## src/rtl/cd_pkg.sv

```systemverilog
// Shared definitions for the cd_param datapath: ALU opcodes, instruction field
// positions, register-address width and the next-PC source encoding.
package cd_pkg;

    localparam int REG_AW = 4;

    localparam int OPC_MSB = 15;
    localparam int OPC_LSB = 10;
    localparam int RA1_MSB = 11;
    localparam int RA1_LSB = 8;
    localparam int RA2_MSB = 7;
    localparam int RA2_LSB = 4;
    localparam int WA3_MSB = 3;
    localparam int WA3_LSB = 0;
    localparam int IMM_MSB = 11;
    localparam int IMM_LSB = 4;
    localparam int IMM_W   = IMM_MSB - IMM_LSB + 1;

    localparam logic [2:0] ALU_PASS = 3'b000;
    localparam logic [2:0] ALU_NOT  = 3'b001;
    localparam logic [2:0] ALU_ADD  = 3'b010;
    localparam logic [2:0] ALU_SUB  = 3'b011;
    localparam logic [2:0] ALU_AND  = 3'b100;
    localparam logic [2:0] ALU_OR   = 3'b101;
    localparam logic [2:0] ALU_NEGA = 3'b110;
    localparam logic [2:0] ALU_NEGB = 3'b111;

    typedef enum logic [1:0] {
        PC_SEQ,
        PC_JUMP,
        PC_CALL,
        PC_RET
    } pc_src_e;

endpackage

```

## src/rtl/pila_retorno.sv

```systemverilog
// pila_retorno: DEPTH x PC_W return-address LIFO. Pop wins over push; a push
// when full or a pop when empty leaves sp unchanged (the caller flags the fault).
module pila_retorno #(
    parameter  int DEPTH = 8,
    parameter  int PC_W  = 10,
    localparam int SP_W  = $clog2(DEPTH) + 1
) (
    input  logic            clk,
    input  logic            reset,
    input  logic            push_i,
    input  logic            pop_i,
    input  logic [PC_W-1:0] din_i,
    output logic [PC_W-1:0] dout_o,
    output logic            full_o,
    output logic            empty_o,
    output logic [SP_W-1:0] sp_o
);

    logic [PC_W-1:0] mem_q [DEPTH];
    logic [SP_W-1:0] sp_q, sp_d;
    logic [SP_W-2:0] wr_idx, rd_idx;
    logic            do_push, do_pop;

    // DEPTH is a power of two, so sp == DEPTH is exactly the MSB being set.
    assign full_o  = sp_q[SP_W-1];
    assign empty_o = (sp_q == '0);
    assign sp_o    = sp_q;

    assign wr_idx  = sp_q[SP_W-2:0];
    assign rd_idx  = wr_idx - (SP_W-1)'(1);
    assign dout_o  = mem_q[rd_idx];

    assign do_pop  = pop_i & ~empty_o;
    assign do_push = push_i & ~pop_i & ~full_o;

    always_comb begin
        // NOTE: default assignment first so every path drives sp_d; no latch.
        sp_d = sp_q;
        if (do_pop) begin
            sp_d = sp_q - SP_W'(1);
        end else if (do_push) begin
            sp_d = sp_q + SP_W'(1);
        end
    end

    always_ff @(posedge clk) begin
        // NOTE: non-blocking for all clocked state so every register samples pre-edge values.
        if (!reset) begin
            sp_q <= '0;
        end else begin
            sp_q <= sp_d;
        end
    end

    // NOTE: storage arrays carry no reset; only the pointer is reset, which makes old entries unreachable.
    always_ff @(posedge clk) begin
        if (reset && do_push) begin
            mem_q[wr_idx] <= din_i;
        end
    end

endmodule

```

## src/rtl/cd_param.sv

```systemverilog
// cd_param: parametrised single-cycle datapath with a hardware return stack and
// sticky stack-fault flags. Define CD_CARRY_EN to build the carry flag; otherwise c = 0.
module cd_param
    import cd_pkg::*;
#(
    parameter int DATA_W      = 8,
    parameter int PC_W        = 10,
    parameter int STACK_DEPTH = 8
) (
    input  logic            clk,
    input  logic            reset,
    input  logic [15:0]     instr,
    input  logic            s_inc,
    input  logic            s_inm,
    input  logic            we3,
    input  logic            wez,
    input  logic            wec,
    input  logic            s_call,
    input  logic            s_ret,
    input  logic [2:0]      op_alu,
    output logic [PC_W-1:0] pc,
    output logic [5:0]      opcode,
    output logic            z,
    output logic            c,
    output logic            stack_ovf,
    output logic            stack_udf
);

    localparam int SP_W  = $clog2(STACK_DEPTH) + 1;
    localparam int NREGS = 1 << REG_AW;

    logic [REG_AW-1:0] ra1, ra2, wa3;
    logic [IMM_W-1:0]  imm;
    logic [PC_W-1:0]   target;

    assign opcode = instr[OPC_MSB:OPC_LSB];
    assign ra1    = instr[RA1_MSB:RA1_LSB];
    assign ra2    = instr[RA2_MSB:RA2_LSB];
    assign wa3    = instr[WA3_MSB:WA3_LSB];
    assign imm    = instr[IMM_MSB:IMM_LSB];
    assign target = instr[PC_W-1:0];

    // Register file: r0 is never written and is forced to read zero.
    logic [DATA_W-1:0] rf_q [NREGS];
    logic [DATA_W-1:0] rd1, rd2, wb_data;

    assign rd1 = (ra1 == '0) ? '0 : rf_q[ra1];
    assign rd2 = (ra2 == '0) ? '0 : rf_q[ra2];

    always_ff @(posedge clk) begin
        if (reset && we3 && (wa3 != '0)) begin
            rf_q[wa3] <= wb_data;
        end
    end

    logic [DATA_W-1:0] alu_res;
`ifdef CD_CARRY_EN
    logic [DATA_W:0]   sum_ext;
    logic              alu_cy;

    assign sum_ext = {1'b0, rd1} + {1'b0, rd2};
`endif

    always_comb begin
        alu_res = '0;
`ifdef CD_CARRY_EN
        alu_cy  = 1'b0;
`endif
        case (op_alu)
            ALU_PASS: alu_res = rd1;
            ALU_NOT:  alu_res = ~rd1;
`ifdef CD_CARRY_EN
            ALU_ADD: begin
                alu_res = sum_ext[DATA_W-1:0];
                alu_cy  = sum_ext[DATA_W];
            end
            ALU_SUB: begin
                alu_res = rd1 - rd2;
                alu_cy  = (rd1 < rd2);
            end
`else
            ALU_ADD:  alu_res = rd1 + rd2;
            ALU_SUB:  alu_res = rd1 - rd2;
`endif
            ALU_AND:  alu_res = rd1 & rd2;
            ALU_OR:   alu_res = rd1 | rd2;
            ALU_NEGA: alu_res = '0 - rd1;
            ALU_NEGB: alu_res = '0 - rd2;
            default:  alu_res = '0;
        endcase
    end

    always_comb begin
        wb_data = alu_res;
        if (s_inm) begin
            wb_data              = '0;
            wb_data[IMM_W-1:0]   = imm;
        end
    end

    // Next-PC selection: return beats call beats sequential/jump.
    pc_src_e         pc_src;
    logic [PC_W-1:0] pc_q, pc_d, pc_plus1, stk_top;
    logic            stk_full, stk_empty;
    logic [SP_W-1:0] unused_stk_sp;

    always_comb begin
        if (s_ret) begin
            pc_src = PC_RET;
        end else if (s_call) begin
            pc_src = PC_CALL;
        end else if (s_inc) begin
            pc_src = PC_SEQ;
        end else begin
            pc_src = PC_JUMP;
        end
    end

    assign pc_plus1 = pc_q + PC_W'(1);

    always_comb begin
        pc_d = pc_plus1;
        case (pc_src)
            PC_RET:  pc_d = stk_empty ? pc_plus1 : stk_top;
            PC_CALL: pc_d = target;
            PC_JUMP: pc_d = target;
            PC_SEQ:  pc_d = pc_plus1;
            default: pc_d = pc_plus1;
        endcase
    end

    pila_retorno #(
        .DEPTH (STACK_DEPTH),
        .PC_W  (PC_W)
    ) u_stack (
        .clk     (clk),
        .reset   (reset),
        .push_i  (pc_src == PC_CALL),
        .pop_i   (pc_src == PC_RET),
        .din_i   (pc_plus1),
        .dout_o  (stk_top),
        .full_o  (stk_full),
        .empty_o (stk_empty),
        .sp_o    (unused_stk_sp)
    );

    logic z_q, z_d;
    logic ovf_q, ovf_d, udf_q, udf_d;

    assign z_d   = wez ? (alu_res == '0) : z_q;
    assign ovf_d = ovf_q | ((pc_src == PC_CALL) & stk_full);
    assign udf_d = udf_q | ((pc_src == PC_RET) & stk_empty);

    always_ff @(posedge clk) begin
        if (!reset) begin
            pc_q  <= '0;
            z_q   <= 1'b0;
            ovf_q <= 1'b0;
            udf_q <= 1'b0;
        end else begin
            pc_q  <= pc_d;
            z_q   <= z_d;
            ovf_q <= ovf_d;
            udf_q <= udf_d;
        end
    end

`ifdef CD_CARRY_EN
    logic c_q, c_d;

    assign c_d = wec ? alu_cy : c_q;

    always_ff @(posedge clk) begin
        if (!reset) begin
            c_q <= 1'b0;
        end else begin
            c_q <= c_d;
        end
    end

    assign c = c_q;
`else
    logic unused_wec;

    assign unused_wec = wec;
    assign c          = 1'b0;
`endif

    assign pc        = pc_q;
    assign z         = z_q;
    assign stack_ovf = ovf_q;
    assign stack_udf = udf_q;

endmodule

```

## config.mk

```make
export PLATFORM = sky130hd
export DESIGN_NAME = cd_param
export DESIGN_NICKNAME = d
export VERILOG_FILES = /design/src/rtl/cd_pkg.sv /design/src/rtl/pila_retorno.sv /design/src/rtl/cd_param.sv
export SDC_FILE = /design/constraint.sdc
export NUM_CORES = 1
export LEC_CHECK = 0
export BUFFER_PORTS_ARGS = -buffer_cell sky130_fd_sc_hd__clkbuf_2
export CAP_MARGIN = 20
export CELL_PAD_IN_SITES_DETAIL_PLACEMENT = 1
export CELL_PAD_IN_SITES_GLOBAL_PLACEMENT = 1
export CORE_UTILIZATION = 48
export DETAILED_ROUTE_END_ITERATION = 12
export GPL_ROUTABILITY_DRIVEN = 1
export GPL_TIMING_DRIVEN = 1
export PLACE_DENSITY = 0.73
export SYNTH_ARGS = -nofsm -noshare
export SYNTH_HDL_FRONTEND = slang
export SYNTH_HIERARCHICAL = 1
export SYNTH_SLANG_ARGS = --single-unit
```

## constraint.sdc

```tcl
create_clock -name clk -period 5.1 [get_ports clk]
set_input_delay 0.255 -clock clk [delete_from_list [all_inputs] [get_ports clk]]
set_output_delay 0.255 -clock clk [all_outputs]
set_load 0.01 [all_outputs]
```

* Word level (Yosys, flattened, before mapping)
Memory sizes are Yosys's and may differ from the RTL's. Index checks and enable logic that the tools add are counted.
Storage, ports and cells: flip-flop bits (word level) 17, RAM bits 208, input port bits 28, output and inout bits 20, word-level logic and storage cells 65, memories kept 2
Cells by class: add/sub/neg operators 8, equality and inequality tests 10, mux-type cells 15, bitwise operators 13, reductions and logical operators 12
Memories:
- rf_q | words 16, bits a word 8, rd ports 2, clocked after memory_dff 0, wr ports 1, RTL line cd_param.sv:44 | logic [DATA_W-1:0] rf_q [NREGS];
- u_stack.mem_q | words 8, bits a word 10, rd ports 1, clocked after memory_dff 0, wr ports 1, RTL line pila_retorno.sv:19 | logic [PC_W-1:0] mem_q [DEPTH];
Operator list (count):
- one-hot mux 8 bit (8 select lines) | 1
- one-hot mux 10 bit (3 select lines) | 1
- two-way mux 8 bit | 3
- subtractor 1 x 8 -> 8 bit (first input constant) | 2
- == test 3 bit (second input constant) | 4
- logical NOT 4 bit | 3
- adder 10 x 1 -> 10 bit (second input constant) | 1
- two-way mux 10 bit | 1
- adder 8 bit | 1
- AND 8 bit | 1
- logical NOT 8 bit | 1
- two-way mux 4 bit | 2
- inverter 8 bit | 1
- bitwise OR 8 bit | 1
- subtractor 8 bit | 1
- == test 3 x 2 -> 1 bit (second input constant) | 2
- AND 1 bit | 5
- two-way mux 1 bit | 5
- adder 4 x 1 -> 4 bit (second input constant) | 1
- == test 2 bit (second input constant) | 2
- two-way mux 2 bit | 2
- nonzero test 4 bit | 1
- subtractor 4 x 1 -> 4 bit (second input constant) | 1
- == test 3 x 1 -> 1 bit (second input constant) | 1
- other kinds (9) | 14

* Depth between registers and ports, before layout
depth in word-level cells 10, mapped depth 20, gate-level depth less buffers 18

* By module
Netlist, hierarchy kept.
By module, submodules not included:
- cd_param | times used 1, cells an instance 666, area each 8313.0 sq um, seq. area each 4043.9 sq um
- pila_retorno | times used 1, cells an instance 172, area each 3452.1 sq um, seq. area each 2482.4 sq um

* Worst setup path before layout
No wires, ideal clock.
path kind input-to-reg, from in instr[4], to mem rf_q[0][7], data pin, setup time 0.285 ns, arrival 4.233 ns, required time 4.815 ns, path slack 0.582 ns, stages 20, buffers on the path 2, cell sequence buf_4 buf_4 nor2b_1 a221oi_1 o31ai_1 inv_1 ha_1 nand2_1 o21ai_0 inv_1 ha_1 nor2b_1 o21ai_0 a31oi_1 o41ai_1 xor3_1 and4_1 a2111oi_2 o211ai_1 mux2_2
Between the ends: cells in the longest elaborated chain, start to end 5, elaborated cells between the ends (all ways) 10, those cells by class 3 x add/sub; 3 x mux; 2 x bitwise; 1 x reduce/logical; 1 x memory
RTL lines:
- start, declared | RTL line cd_param.sv:12 | input logic [15:0] instr,
- memory (16 x 8 bit) or logical NOT 4 bit (tied branches)
- two-way mux 8 bit (*) | RTL line cd_param.sv:48 | assign rd2 = (ra2 == '0) ? '0 : rf_q[ra2];
- subtractor 1 x 8 -> 8 bit, or another cell as far along | RTL line cd_param.sv:88 | ALU_NEGB: alu_res = '0 - rd2;
- one-hot mux 8 bit (8 select lines) (*) | RTL line cd_param.sv:69 | case (op_alu)
- two-way mux 8 bit (*) | RTL line cd_param.sv:95 | if (s_inm) begin
- named net wb_data[7] | RTL line cd_param.sv:45 | logic [DATA_W-1:0] rd1, rd2, wb_data;
- end, declared | RTL line cd_param.sv:44
Mark *: on every way through the listed nets, which the timed path passes. The rest lies on a longest branch.

==> impl_metrics.py <==
metrics = {
    "timing": {
        "clock_skew_ps": 21.3,
        "fmax_mhz": 207,
        "tightest_slew_ps": 1060,
        "hold_viol_final": 0,
        "finalSetupViolCount": 0,
        "maxSlewHeadroom_pct": 29.2,
        "fin_crit_sh_pct": 94.5,
        "fin_tns_setup_ps": 0,
        "rsz0062_at_grt": "false",
        "finalCriticalPeriod_ps": 4820,
        "maxSlewViolCount": 0,
    },
    "global_routing": {
        "antenna_found_initial": 0,
        "grt_max_degree": 30,
        "grt-ovfl-total": 0,
        "grt_pass1_wl_mm": 49.9,
        "grt_pass1_vias": 8406,
        "grt.total_usage_pct": 27.3,
    },
    "setup_path": {
        "criticalPathCategory": "reg2reg",
        "cp-end-kind": "register",
        "start_kind": "register",
        "crit_arrival_ps": 5030,
        "path_max_fanout": 16,
        "required_ps": 5300,
    },
    "clocking": {
        "cts_resized": 0,
        "cts_hold_buf": 0,
        "cts.clk_slew.worst_paths_ps": 70,
        "cts_buffer_depth": 3,
        "htree_levels": 1,
        "cts_tree": "built",
        "cts_root_buf": "clkbuf_16",
        "cts_setup_buffers": 0,
        "clkLatencyLatePin_ps": 520,
        "clock_sinks": 223,
        "cts_inserted_buffers": 24,
    },
    "detailed_routing": {
        "route.detailed.drc": 0,
        "vias": 7930,
        "viasPerCell": 6.35,
        "drtIter0Drc": 723,
        "drt-total-wl_mm": 33.3,
        "ant_nets": 0,
        "wire_per_inst_um": 26.6,
        "drtPass1Iterations": 5,
    },
    "die": {
        "die_area_mm2": 0.0251,
        "die_h_um": 159,
        "fp.coreArea_mm2": 0.0238,
        "start_util_pct": 49.5,
        "io_pins": 48,
        "std_cell_rows": 56,
        "die_x_um": 159,
    },
    "placed_design": {
        "dp_hpwl_mm": 23.3,
        "gp_congestion": 0.860,
        "portBuffers": 37,
    },
    "pwr": {
        "p_per_area_mw_per_mm2": 418,
        "peakVddDrop_mv": 0.299,
        "p_leak_uw": 0.00472,
        "power_uw": 5560,
    },
    "yosys": {
        "netlist_area_mm2": 0.0118,
        "postSynthAreaPerCell_um2": 14.0,
        "postSynthCellCount": 837,
        "yosys_warnings": 6,
    },
    "finish": {
        "area_delta_synth_final_pct": 13.1,
        "nNetsFinal": 959,
        "drive_gt1_share_pct": 24.6,
        "n_antenna_cell": 0,
    },
    "run_status": {
        "outcome": "finished, final reports clean",
    },
    "worst_hold_path": {
        "hold_path.class": "in2reg",
    },
    "flow_run": {
        "max_cap_violations": 0,
    },
}
==> cells in the final DEF, fill, tap and decap left out, drive strengths merged, types with 26 or more instances in the layout <==
master	n
a211oi	26
buf	64
clkbuf	64
edfxtp	206
inv	29
mux2	30
mux2i	43
mux4	61
nand2	46
nor2	57
==> final timing paths <==
kind                              start                     to  slack [ps]  depth (start not counted)
setup / recovery  rf_q[15][0]$_DFFE_PP_  rf_q[14][7]$_DFFE_PP_         280                         18
hold / removal                      wez         z$_SDFFE_PN0P_          70                          3
setup reg to reg  rf_q[15][0]$_DFFE_PP_  rf_q[14][7]$_DFFE_PP_         280                         18
hold reg to reg    stack_udf$_SDFF_PN0_   stack_udf$_SDFF_PN0_         480                          2
==> through the flow <==
stage	worst slack (ps)	std cells	area [um2]	util, %	hold WS [ps]
finish	278	1249	13300	56.0	67.0
global route	95.9	1249	13300	56.0	72.6
CTS	311	1246	13300	55.8	52.6
detailed placement	68.3	1202	12500	52.5	476
global placement	153	1197	12400	52.3	451
floorplan	582	843	11800	-	410
==> critical path, cell delays in order, from the launching register on <==
cell and delay, ps:
edfxtp_1 400, mux4_2 490, a22oi_1 330, o31ai_1 180, inv_1 120, ha_1 240, nand2_1 60, o21ai_0 120
inv_1 80, ha_1 210, nor2b_1 120, o21ai_0 220, a31oi_1 190, o41ai_1 320, xor3_1 300, buf_4 150
a2111oi_2 350, o211ai_1 170, mux2_2 440
==> registers in the layout (all words and copies together), names as in the netlist <==
name / cells
stack_ovf: 1
pc: 10
u_stack/sp_o: 4
u_stack/mem_q: 80
z: 1
stack_udf: 1
rf_q: 126
==> per-layer routing <==
layer	wire length (um)	global-route usage, %
met4	834	8.97
met5	0	0
met1	14000	37.2
met3	2500	5.17
met2	15900	44.1
==> area by class of cell <==
class / count / area, um2
Tap cell: 319 / 399
Fill cell: 2313 / 10500
Multi-Input combinational cell: 531 / 4770
Sequential cell: 223 / 6530
Timing Repair Buffer: 101 / 709
Clock buffer: 27 / 612
Clock inverter: 17 / 166
Inverter: 31 / 116
==> where the power goes <==
part / switching [uW] / internal [uW]
Clock: 713 / 1010
Combinational: 902 / 701
Sequential: 69.2 / 2160
No activity file was read; power rests on OpenSTA's default activity.
